===== config.mk =====
export PLATFORM = sky130hd
export DESIGN_NAME = mem_status_display
export DESIGN_NICKNAME = d
export VERILOG_FILES = /design/src/rtl/mem_status_display.sv
export SDC_FILE = /design/constraint.sdc
export NUM_CORES = 1
export LEC_CHECK = 0
export CAP_MARGIN = 20
export CORE_UTILIZATION = 56
export DETAILED_ROUTE_END_ITERATION = 16
export PLACE_DENSITY_LB_ADDON = 0.3
export SLEW_MARGIN = 25
export SYNTH_ARGS = -nofsm -noshare
export SYNTH_HDL_FRONTEND = slang
export SYNTH_SLANG_ARGS = --single-unit

===== constraint.sdc =====
create_clock -name clk -period 5.31 [get_ports clk]
set_input_delay 0.7965 -clock clk [delete_from_list [all_inputs] [get_ports clk]]
set_output_delay 0.7965 -clock clk [all_outputs]
set_load 0.03 [all_outputs]

===== src/rtl/mem_status_display.sv =====
// Formats memory-controller events into six hex_driver digit codes, holding each
// accepted event for HOLD_CYCLES and reverting to dashes after IDLE_TIMEOUT quiet cycles.
module mem_status_display #(
  parameter int HOLD_CYCLES  = 25_000_000,
  parameter int IDLE_TIMEOUT = 500_000_000
) (
  input  logic       clk,
  input  logic       rst_n,
  input  logic       op_valid,
  output logic       op_ready,
  input  logic       op_write,
  input  logic       op_err,
  input  logic [7:0] op_addr,
  input  logic [7:0] op_data,
  output logic [4:0] dig5,
  output logic [4:0] dig4,
  output logic [4:0] dig3,
  output logic [4:0] dig2,
  output logic [4:0] dig1,
  output logic [4:0] dig0
);

  localparam int CNT_MAX = (HOLD_CYCLES > IDLE_TIMEOUT) ? HOLD_CYCLES : IDLE_TIMEOUT;
  localparam int CNT_W   = $clog2(CNT_MAX + 1);

  localparam logic [CNT_W-1:0] HOLD_LAST = CNT_W'(HOLD_CYCLES - 1);
  localparam logic [CNT_W-1:0] IDLE_LAST = CNT_W'((IDLE_TIMEOUT > 0) ? IDLE_TIMEOUT - 1 : 0);

  localparam logic [4:0] D_E    = 5'd14;
  localparam logic [4:0] D_S    = 5'd5;
  localparam logic [4:0] D_R    = 5'd16;
  localparam logic [4:0] D_D    = 5'd17;
  localparam logic [4:0] D_T    = 5'd18;
  localparam logic [4:0] D_UND  = 5'd19;
  localparam logic [4:0] D_DASH = 5'd20;

  typedef enum logic [1:0] {DASH, HOLD, SHOW} state_t;

  state_t           state, state_next;
  logic [CNT_W-1:0] cnt, cnt_next;
  logic [5:0][4:0]  disp, disp_next;
  logic             in_reset;
  logic             accept;

  function automatic logic [5:0][4:0] event_pattern(input logic       write,
                                                    input logic       err,
                                                    input logic [7:0] addr,
                                                    input logic [7:0] data);
    logic [5:0][4:0] p;
    if (err)
      p = {D_E, D_R, D_R, D_UND, {1'b0, addr[7:4]}, {1'b0, addr[3:0]}};
    else if (write)
      p = {D_S, D_T, {1'b0, addr[7:4]}, {1'b0, addr[3:0]}, {1'b0, data[7:4]}, {1'b0, data[3:0]}};
    else
      p = {D_R, D_D, {1'b0, addr[7:4]}, {1'b0, addr[3:0]}, {1'b0, data[7:4]}, {1'b0, data[3:0]}};
    return p;
  endfunction

  // in_reset keeps op_ready low for the cycles in which reset is being sampled.
  assign op_ready = !in_reset && (state != HOLD);
  assign accept   = op_valid && op_ready;

  always_comb begin
    // NOTE: every output of this block gets a default first, so no path can infer a latch.
    state_next = state;
    cnt_next   = cnt;
    disp_next  = disp;
    case (state)
      DASH: begin
        if (accept) begin
          state_next = HOLD;
          cnt_next   = '0;
          disp_next  = event_pattern(op_write, op_err, op_addr, op_data);
        end
      end
      HOLD: begin
        if (cnt == HOLD_LAST) begin
          state_next = SHOW;
          cnt_next   = '0;
        end else begin
          cnt_next = cnt + 1'b1;
        end
      end
      SHOW: begin
        // A new event wins over a timeout landing on the same edge.
        if (accept) begin
          state_next = HOLD;
          cnt_next   = '0;
          disp_next  = event_pattern(op_write, op_err, op_addr, op_data);
        end else if (IDLE_TIMEOUT != 0) begin
          if (cnt == IDLE_LAST) begin
            state_next = DASH;
            cnt_next   = '0;
            disp_next  = {6{D_DASH}};
          end else begin
            cnt_next = cnt + 1'b1;
          end
        end
      end
      default: state_next = DASH;
    endcase
  end

  // NOTE: sequential state uses non-blocking assignments so all registers update together.
  always_ff @(posedge clk) begin
    if (!rst_n) begin
      state    <= DASH;
      cnt      <= '0;
      disp     <= {6{D_DASH}};
      in_reset <= 1'b1;
    end else begin
      state    <= state_next;
      cnt      <= cnt_next;
      disp     <= disp_next;
      in_reset <= 1'b0;
    end
  end

  assign dig5 = disp[5];
  assign dig4 = disp[4];
  assign dig3 = disp[3];
  assign dig2 = disp[2];
  assign dig1 = disp[1];
  assign dig0 = disp[0];

endmodule

### Word level (Yosys, flattened, before mapping)

Index checks and enable logic that the tools add are counted.

* reductions and logical operators: 9
* $add $sub $neg: 1
* eq/ne operators: 8
* muxes and demuxes: 17

Operator list (count)
* 2-to-1 mux 30 bit: 5
* 2-to-1 mux 29 bit: 4
* one-hot mux 29 bit (3 select lines): 1
* one-hot mux 30 bit (2 select lines): 1
* adder 29 x 1 -> 29 bit (second input constant): 1
* == test 29 x 25 -> 1 bit (second input constant): 1
* == test 29 bit (second input constant): 1
* 2-to-1 mux 2 bit: 4
* one-hot mux 2 bit (3 select lines): 1
* AND reduction 3 bit: 2
* != test 2 bit (second input constant): 2
* != test 3 bit (second input constant): 1
* nonzero test 3 bit: 1
* == test 2 x 1 -> 1 bit (second input constant): 1
* == test 2 bit (second input constant): 1
* logical AND 1 bit: 2
* logical NOT 2 bit: 1
* != test 2 x 1 -> 1 bit (second input constant): 1
* AND reduction 2 bit: 1
* nonzero test 2 bit: 1
* logical NOT 1 bit: 1
* 2-to-1 mux 1 bit: 1

* output and inout bits: 31
* input port bits: 21
* bits in registers: 62

### Longest topological paths before layout

Gate-level depths: netlist of the first run.

* depth in word-level cells: 5
* gate-level depth with buffers: 9
* depth with buffers taken out: 8

### Worst setup path before layout of the first run

No wires, ideal clock.

* path type: input to register
* from: in op_valid
* to: reg cnt[13]
* cell stages on the path: 7
* arrival: 2.118 ns
* buffers on the path: 1
* slack: 3.077 ns
* cells stage by stage: or3b_4 > and2_4 > o211ai_2 > nand3_2 > o21ai_2 > buf_4 > nor2_1

* cells in the longest elaborated chain, start to end: 3
* elaborated cells between the ends (all ways): 5

RTL lines
* from (decl): line 9 `input logic op_valid,`
* logical AND 1 bit (*): line 61 `assign accept = op_valid && op_ready;`
* 2-to-1 mux 29 bit or != test 2 bit (tied branches)
* one-hot mux 29 bit (3 select lines) or AND reduction 2 bit (tied branches)
* to (signal assigned): line 113 `cnt <= cnt_next;`
* to (decl): line 40 `logic [CNT_W-1:0] cnt, cnt_next;`

Every way passes the cells marked *; elsewhere a longest branch is shown, timed or not.
A chain may end at the register's enable or synchronous reset.

### Worst setup path after layout of the first run

* from: reg state[1]
* to: out op_ready

* cells in the longest elaborated chain, start to end: 2

RTL lines
* from (decl): line 39 `state_t state, state_next;`
* from (signal assigned): line 112 `state <= state_next;`
* != test 2 x 1 -> 1 bit: line 60 `assign op_ready = !in_reset && (state != HOLD);`
* logical AND 1 bit: line 60
* to (decl): line 10 `output logic op_ready,`

No other way between the ends.

==> metrics.yaml, run 1 <==
timing:
  setup_viol: 0
  relSlewSlack: 0.355
  tightest_slew_ns: 0.941
  fin_setup_tns_ns: 0
  skew_ns: 0.00710
  period_needed_ns: 2.72
  rsz0062_at_grt: "no"
  fin_crit_sh: 0.511
  slew_violations: 0
  hold_viol: 0
  timing.fmax_ghz: 0.368
  finalWorstSetupSlack_ns: 2.59
setup_path:
  cpPeakStageDelay_ns: 0.68
  slowest_stage: "clkdlybuf4s50_1"
  path_delay_family: "buffers and inverters"
  path_cells: "inv_1 > ha_1 > nor2_1 > clkdlybuf4s50_1"
  crit_buf_inv: 2
  crit_path_start_kind: "register"
  required_ns: 4.51
  worstPathMaxFanout: 7
  cp.arrival_ns: 1.92
  path_class: "reg -> out"
  cp-end-kind: "output pin"
worst_hold_path:
  hp-class: "reg -> reg"
die:
  rows: 25
  initial_core_util: 0.586
  die_w_microns: 72.5
  die_area_sq_um: 5260
  die_y_microns: 72.5
  pin_count: 52
  design.core.area_sq_um: 4750
clock_tree:
  clkSlewWorstSetupHoldPaths_ns: 0.10
  clockBufferDepth: 2
  cts_tree: "yes"
  cts_root_buffer: "clkbuf_8"
  cts_buffers: 5
  clock_sinks: 55
  clkLatencyLatePin_ns: 0.32
  cts_max_level: 2
  cts.hold.buffers_added: 0
  cts_resized: 0
  postCtsSetupRepairBufs: 0
placed_design:
  dp_cells: 425
  gp_congestion: 0.877
  placed_cell_area_sq_um: 3250
  dp_hpwl_microns: 4790
  io_buffers: 49
  pre_cts_slack_ns: 2.33
finish:
  final_layout_size_suffix_gt1_frac: 0.0574
  final_cells: 433
  layout_common_cells: "55 x dfxtp_1, 49 x clkdlybuf4s50_1, 38 x nand2_1, 35 x nand3_1, 32 x nor2_1"
  n_antenna_cell: 0
  nFillCells: 394
  nets: 391
  final_util: 0.702
  final_common_cell: "dfxtp_1"
  areaGrowthSynthToFinish_pct: 20.0
  regArea_sq_um: 1100
  multiInputGateArea_sq_um: 1550
  final_area_sq_um: 3340
global_routing:
  grt_pass1_wl_microns: 11000
  antenna_found_initial: 0
  gr-usage-all-layers: 0.267
  grt_pass1_vias: 2338
  grt_overflow_total: 0
  grt_max_degree: 37
detailed_routing:
  drtIter0Drc: 196
  dr.pass1.iters: 5
  postRouteAntennaNets: 0
  viasPerCell: 5.91
  postRouteWirelength_microns: 6700
  wire_per_inst_microns: 15.5
  vias: 2559
  drc: 0
synth:
  ys.flop_type: "dfxtp_1"
  syn_area_sq_um: 2780
  synth_seq_area_share: 0.396
  synth-async-reset-ratio: 0
  synth_edf_count: 0
  avgSynthCellArea_sq_um: 8.44
  synth_fp_nets: 356
  yosys_warnings: 0
  synth_cell_types: 55
  synthCells: 330
  ys_ff_latch: 55
power_and_ir_drop:
  power.leakage_nw: 1.22
  p_per_area_nw_per_um2: 247
  irDropWorstVdd_v: 0.000137
status:
  status: "complete, no violations"
run:
  drv_cap: 0
## path summary, 6_finish.rpt
| check | to | depth (start not counted) | startpoint | slack [ns] |
|---|---|---|---|---|
| max | op_ready | 4 | state[1] | 2.59 |
| min | dig2[0] | 2 | dig2[0] | 0.46 |
| max reg2reg | cnt[20] | 8 | state[1] | 2.73 |
| min reg2reg | dig2[0] | 2 | dig2[0] | 0.46 |
## flip-flops by register name, summed over array words and instances, names as in the netlist
| name | flops |
|---|---|
| dig2 | 5 |
| in_reset | 1 |
| state | 2 |
| dig5 | 4 |
| dig3 | 4 |
| dig1 | 4 |
| dig0 | 4 |
| dig4 | 2 |
| cnt | 29 |
## area by class of cell
| cell class | instances | share of cell area |
|---|---|---|
| Clock buffer | 6 | 0.0217 |
| Clock inverter | 2 | 0.00375 |
| Inverter | 6 | 0.00674 |
| Multi-Input combinational cell | 247 | 0.464 |
| Sequential cell | 55 | 0.330 |
| Tap cell | 67 | 0.0251 |
| Timing Repair Buffer | 50 | 0.149 |
## through the flow
stage                     power (mW)  hold slack [ns]
after floorplan                0.545            0.441
after global placement         0.597            0.444
after detailed placement       0.599            0.448
after CTS                      0.823            0.464
after global routing           0.860            0.496
final                          0.825            0.460
## kinds of logic (layout without fill, tap and decap cells)
group | Yosys count | after routing | synth area share
buffers and inverters | 28 | 64 | 0.0508
AND/OR/NAND/NOR | 154 | 154 | 0.289
flip-flops | 55 | 55 | 0.396
multiplexers | 11 | 11 | 0.0400
XOR/XNOR | 16 | 16 | 0.0503
adder cells (fa/ha/maj) | 5 | 5 | 0.0225
AO/OA/AOI/OAI | 59 | 59 | 0.149
other | 2 | 2 | 0.00270
## synth_stat cells (5+ instances only)
master    count  area (sq um)
xnor2_1       9          78.8
nor2_1       32           120
mux2i_1      10           100
dfxtp_1      55          1100
nand3_1      35           175
clkbuf_1      6          22.5
nand4_1       7          43.8
buf_2         5          25.0
buf_4         8          60.1
a21oi_1       7          35.0
a31oi_1       6          37.5
ha_1          5          62.6
o21ai_0      15          75.1
xor2_1        7          61.3
inv_1         5          18.8
nor3_1        6          30.0
nand2_1      38           143
and3_1       11          68.8
o31ai_1       8          60.1
## where the power goes
| group | switching (mW) | internal [mW] |
|---|---|---|
| Sequential | 0.00807 | 0.425 |
| Combinational | 0.0973 | 0.0609 |
| Clock | 0.141 | 0.0926 |
| Total | 0.246 | 0.579 |
## worst reg2reg max path, stage by stage (launching register included)
cell and delay [ns]:
dfxtp_1 0.39, inv_1 0.08, ha_1 0.30, or3b_4 0.47, nand2_1 0.15, nand2_1 0.09
a31oi_2 0.64, a41oi_1 0.22, a31oi_1 0.17
## metal layers
metal | track usage | routed length (microns) | up-vias
li1 | - | - | 1256
met1 | 0.338 | 2870 | 1208
met2 | 0.444 | 3330 | 82
met3 | 0.0583 | 356 | 13
met4 | 0.0980 | 140 | 0
met5 | 0 | 0 | -
(Power assumes the default switching activity.)
==> run 2, diff against run 1 <==
Settings changed: CORE_UTILIZATION 56 to 52.
Clock period 5.31 ns to 2.5 ns, I/O delays scaled along.
==> metrics.yaml, run 2 (synthesized netlist as in run 1, its figures left out) <==
detailed_routing:
  postRouteWirelength_microns: 6570  # -1.9%
  drtIter0Drc: 223  # +14%
  dr.pass1.iters: 5  # unchanged
  drc: 0  # unchanged
  vias: 2606  # +1.8%
  wire_per_inst_microns: 14.7  # -5.0%
  postRouteAntennaNets: 0  # unchanged
  viasPerCell: 5.83  # -1.4%
die:
  pin_count: 52  # unchanged
  rows: 26  # +4.0%
  die_area_sq_um: 5650  # +7.5%
  die_w_microns: 75.2  # +3.7%
  initial_core_util: 0.542  # -0.0439
  die_y_microns: 75.2  # +3.7%
  design.core.area_sq_um: 5140  # +8.1%
global_routing:
  grt_use_met1: 0.319  # -0.0193
  antenna_found_initial: 0  # unchanged
  grt_overflow_total: 0  # unchanged
  grt_pass1_wl_microns: 10400  # -5.6%
  gr-usage-all-layers: 0.240  # -0.0263
  grt_max_degree: 30  # -19%
  grt_busiest_layer: "met2"
  use_met2: 0.403  # -0.0410
  grt_pass1_vias: 2204  # -5.7%
  met3_usage: 0.0482  # -0.0101
clock_tree:
  clockBufferDepth: 2  # unchanged
  cts_max_level: 2  # unchanged
  cts_tree: "yes"
  cts_root_buffer: "clkbuf_8"
  cts_buffers: 5  # unchanged
  clkLatencyLatePin_ns: 0.31  # about the same
  postCtsSetupRepairBufs: 0  # unchanged
  clock_sinks: 55  # unchanged
  clkSlewWorstSetupHoldPaths_ns: 0.09  # about the same
placed_design:
  gp_congestion: 0.865  # -1.3%
  io_buffers: 49  # unchanged
  dp_hpwl_microns: 4780  # -0.32%
power_and_ir_drop:
  power_mw: 1.76  # +110%
  irDropWorstVdd_v: 0.000319  # +130%
  p_per_area_nw_per_um2: 509  # +110%
  power.leakage_nw: 1.28  # +5.3%
timing:
  setup_viol: 0  # unchanged
  relSlewSlack: 0.577  # +0.222
  timing.fmax_ghz: 0.435
  tightest_slew_ns: 0.632  # -0.309 ns
  slew_violations: 0  # unchanged
  skew_ns: 0.0111  # +0.00395 ns
  hold_viol: 0  # unchanged
  rsz0062_at_grt: "no"
  period_needed_ns: 2.30
  fin_crit_sh: 0.920
setup_path:
  worstPathMaxFanout: 6  # -1
  crit_path_start_kind: "register"
  cp-end-kind: "register"
  path_class: "reg -> reg"
  required_ns: 2.71  # -1.80 ns
  cp.arrival_ns: 2.51  # +0.59 ns
finish:
  n_antenna_cell: 0  # unchanged
  final_common_cell: "dfxtp_1"
  largest_reg_flops: 29  # unchanged
  final_layout_size_suffix_gt1_frac: 0.0849  # +0.0275
  largest-register: "cnt"
  layout_common_cells: "55 x dfxtp_1, 49 x clkdlybuf4s50_1, 38 x nand2_1, 35 x nand3_1, 32 x nor2_1"
  nets: 402  # +2.8%
  areaGrowthSynthToFinish_pct: 23.9
  final_util: 0.671  # -0.0312
status:
  status: "complete, no violations"
run:
  drv_cap: 0  # unchanged
worst_hold_path:
  hp-class: "reg -> reg"
==> run 2: layout make-up <==
cell class	instances	area, sq um
Fill cell	451	1690
Multi-Input combinational cell	247	1550
Sequential cell	55	1100
Timing Repair Buffer	61	606
Tap cell	70	87.6
Clock buffer	7	76.3
Inverter	6	22.5
Clock inverter	1	5.00
==> run 2: final timing paths <==
check / start / endpoint / slack, ns / depth (start not counted)
worst max-delay path: state[1] / cnt[28] / 0.20 / 8
worst min-delay path: dig2[3] / dig2[3] / 0.46 / 2
worst min register to register: dig2[3] / dig2[3] / 0.46 / 2
worst max register to register: state[1] / cnt[28] / 0.20 / 8
==> run 2: power by group <==
group | internal (mW) | total, mW | leakage [nW] | switching, mW
Combinational | 0.154 | 0.369 | 0.793 | 0.215
Sequential | 0.903 | 0.921 | 0.446 | 0.0177
Clock | 0.197 | 0.468 | 0.0422 | 0.270
==> run 2: metrics by stage <==
stage / std cells / worst slack, ns / instance area [sq um] / hold WS (ns) / setup TNS, ns
final: 447 / 0.200 / 3450 / 0.460 / 0
after global routing: 447 / 0.111 / 3450 / 0.483 / 0
after detailed placement: 439 / -0.0532 / 3360 / 0.449 / -0.104
after global placement: 439 / 0.00998 / 3360 / 0.441 / 0
after CTS: 447 / 0.101 / 3440 / 0.466 / 0
after floorplan: 330 / 0.351 / 2780 / 0.441 / 0
==> run 2: worst max-delay path, cell delays in order, from the launching register on <==
cell      delay, ns
dfxtp_1        0.40
inv_1          0.08
ha_1           0.19
or3b_4         0.43
and2_4         0.19
o211ai_2       0.23
nand3_2        0.19
a31o_1         0.26
a22o_1         0.22
==> run 2: metal layers <==
metal	routed length, microns	share of wire	vias up
met2	3120	0.47	84
li1	-	-	1286
met4	59	0.0090	0
met5	0	0	-
met3	361	0.055	6
met1	3030	0.46	1230
==> run 2: what timing repair did <==
action / 4_1_cts / 5_1_grt
hold buffers: 0 / 0
endpoints found under the hold margin: 0 / 0
setup endpoints to repair: 0 / 6
gates resized for setup: 0 / 2
==> RTL change, RTL diff (flow settings as in run 2) <==
The parameter `IDLE_TIMEOUT` goes from 500_000_000 to 2_000_000_000.
--- a/src/rtl/mem_status_display.sv
+++ b/src/rtl/mem_status_display.sv
@@ -3,5 +3,5 @@
 module mem_status_display #(
   parameter int HOLD_CYCLES  = 25_000_000,
-  parameter int IDLE_TIMEOUT = 500_000_000
+  parameter int IDLE_TIMEOUT = 2_000_000_000
 ) (
   input  logic       clk,
Behaviour: same outputs for any inputs over 10 cycles, from zero or initial values and one cycle with rst_n low; that may be too few to reach the edited logic, so the function may still have changed.
==> RTL change against run 2 <==
Final area rose by 9.0%; sequential share of layout area fell by 1.6 points; fmax fell by 1.9%; area after synthesis rose by 4.4%; utilization rose by 4.7 points; total power is 28% higher; worst setup slack got worse by 45 ps; sequential cell count up 2; largest cell class unchanged; routed wire length rose by 6.4%; clock skew decreased by 5.8 ps.
==> RTL change: results (changes against run 2) <==
Parameter                              Value

Routing
  Met3 wire len    306 µm (was 361 µm)
  Detailed-routed wire length on met2    3.32 mm (was 3.12 mm)
  Routed wire length    6.99 mm (was 6.57 mm)
  Routed metal-1 wire length    3.24 mm (was 3.03 mm)
  Number of detailed-route iterations in the first pass    4 (was 5)
  Drt via density    5.78 (was 5.83)

Placed design
  Global placer's final weighted congestion    0.859 (was 0.865)
  Worst slack after detailed placement    38.6 ps (was -53.2 ps)

Run status
  Run status    finished clean (unchanged)

Power and ir drop
  Static leakage    1.43 nW (was 1.28 nW)
  Maximum VDD drop    0.000398 V (was 0.000319 V)

CTS
  Clk_lat worst skew    340 ps (was 310 ps)
  Clock slew seen by the registers of the worst setup and hold paths    60 ps (was 90 ps)
  Clock buffers created by TritonCTS    9 (was 5)

Critical path
  Worst Reg-to-Reg Cells    7 (was 8)
  Worst-path maximum fanout    13 (was 6)

Layout
  Number of flip-flops under the largest register name    31 (was 29)
  Ratio of cells with drive above 1 in the final layout    0.124 (was 0.0849)
  Filler Cell Count    391 (was 451)

Synth
  Leading post-synthesis cells by cell area    dfxtp_1 39%, nand3_1 7.1%, mux2i_1 5.9%, nand2_1 4.4%, nor2_1 3.6% (was dfxtp_1 40%, nand3_1 6.3%, nand2_1 5.1%, nor2_1 4.3%, mux2i_1 3.6%)
  Ranking of synthesized cells by instance count    57 x dfxtp_1, 41 x nand3_1, 34 x nand2_1 (was 55 x dfxtp_1, 38 x nand2_1, 35 x nand3_1)
  Sequential share of the synthesized area    0.393 (was 0.396)

Global route
  Maximum number of pins on one net before global-route repair    28 (was 30)
  Wire length of the first global-routing pass    11.6 mm (was 10.4 mm)

Hold path
  Worst hold endpoint    dig5[2] (was dig2[3])
  Startpoint of the worst hold path    dig5[2] (was dig2[3])

STA
  Worst max-slew margin expressed relative to the limit    0.488 (was 0.577)
-- RTL change: cell type report --
type / count / area share
Multi-Input combinational cell: 252 / 0.430
Sequential cell: 57 / 0.303
Inverter: 5 / 0.00499
Clock buffer: 15 / 0.0522
Tap cell: 70 / 0.0233
Timing Repair Buffer: 73 / 0.178
Clock inverter: 1 / 0.00799
-- RTL change: cell families (layout without fill, tap and decap cells) --
family / after synthesis / in the layout / synth area share
buffers and inverters: 33 / 94 / 0.0598
DFF: 57 / 57 / 0.393
adders and majority gates: 5 / 5 / 0.0215
and+or+nand+nor: 163 / 163 / 0.297
xor gates and xnor gates: 13 / 13 / 0.0392
muxes: 18 / 18 / 0.0624
AOI/OAI and AO/OA: 51 / 51 / 0.124
other: 2 / 2 / 0.00258
-- RTL change: worst max-delay path, delay by kind of cell (launching register included) --
family | cells | cell delay [ps]
and+or+nand+nor | 3 | 1070
AOI/OAI and AO/OA | 3 | 610
DFF | 1 | 340
buffers and inverters | 1 | 220
-- RTL change: power by group --
part	internal, mW	total [mW]	leakage [nW]	switching (mW)
Combinational	0.147	0.351	0.850	0.204
Sequential	0.934	0.949	0.462	0.0149
Clock	0.597	0.952	0.116	0.355
Total	1.68	2.25	1.43	0.574
-- RTL change: through the flow --
step / total power, mW / std cells / cell area (µm²) / hold WS, ps / util
after floorplan: 1.18 / 342 / 2910 / 447 / -
after global placement: 1.31 / 457 / 3510 / 445 / 0.670
after detailed placement: 1.32 / 457 / 3510 / 452 / 0.670
after CTS: 2.26 / 473 / 3740 / 462 / 0.713
after global routing: 2.35 / 473 / 3760 / 482 / 0.718
final: 2.25 / 473 / 3760 / 458 / 0.718
-- RTL change: per-layer routing --
metal,global-route usage,vias up
met3,0.0476,13
met5,0,-
met2,0.390,70
met4,0.127,0
li1,-,1353
met1,0.323,1296
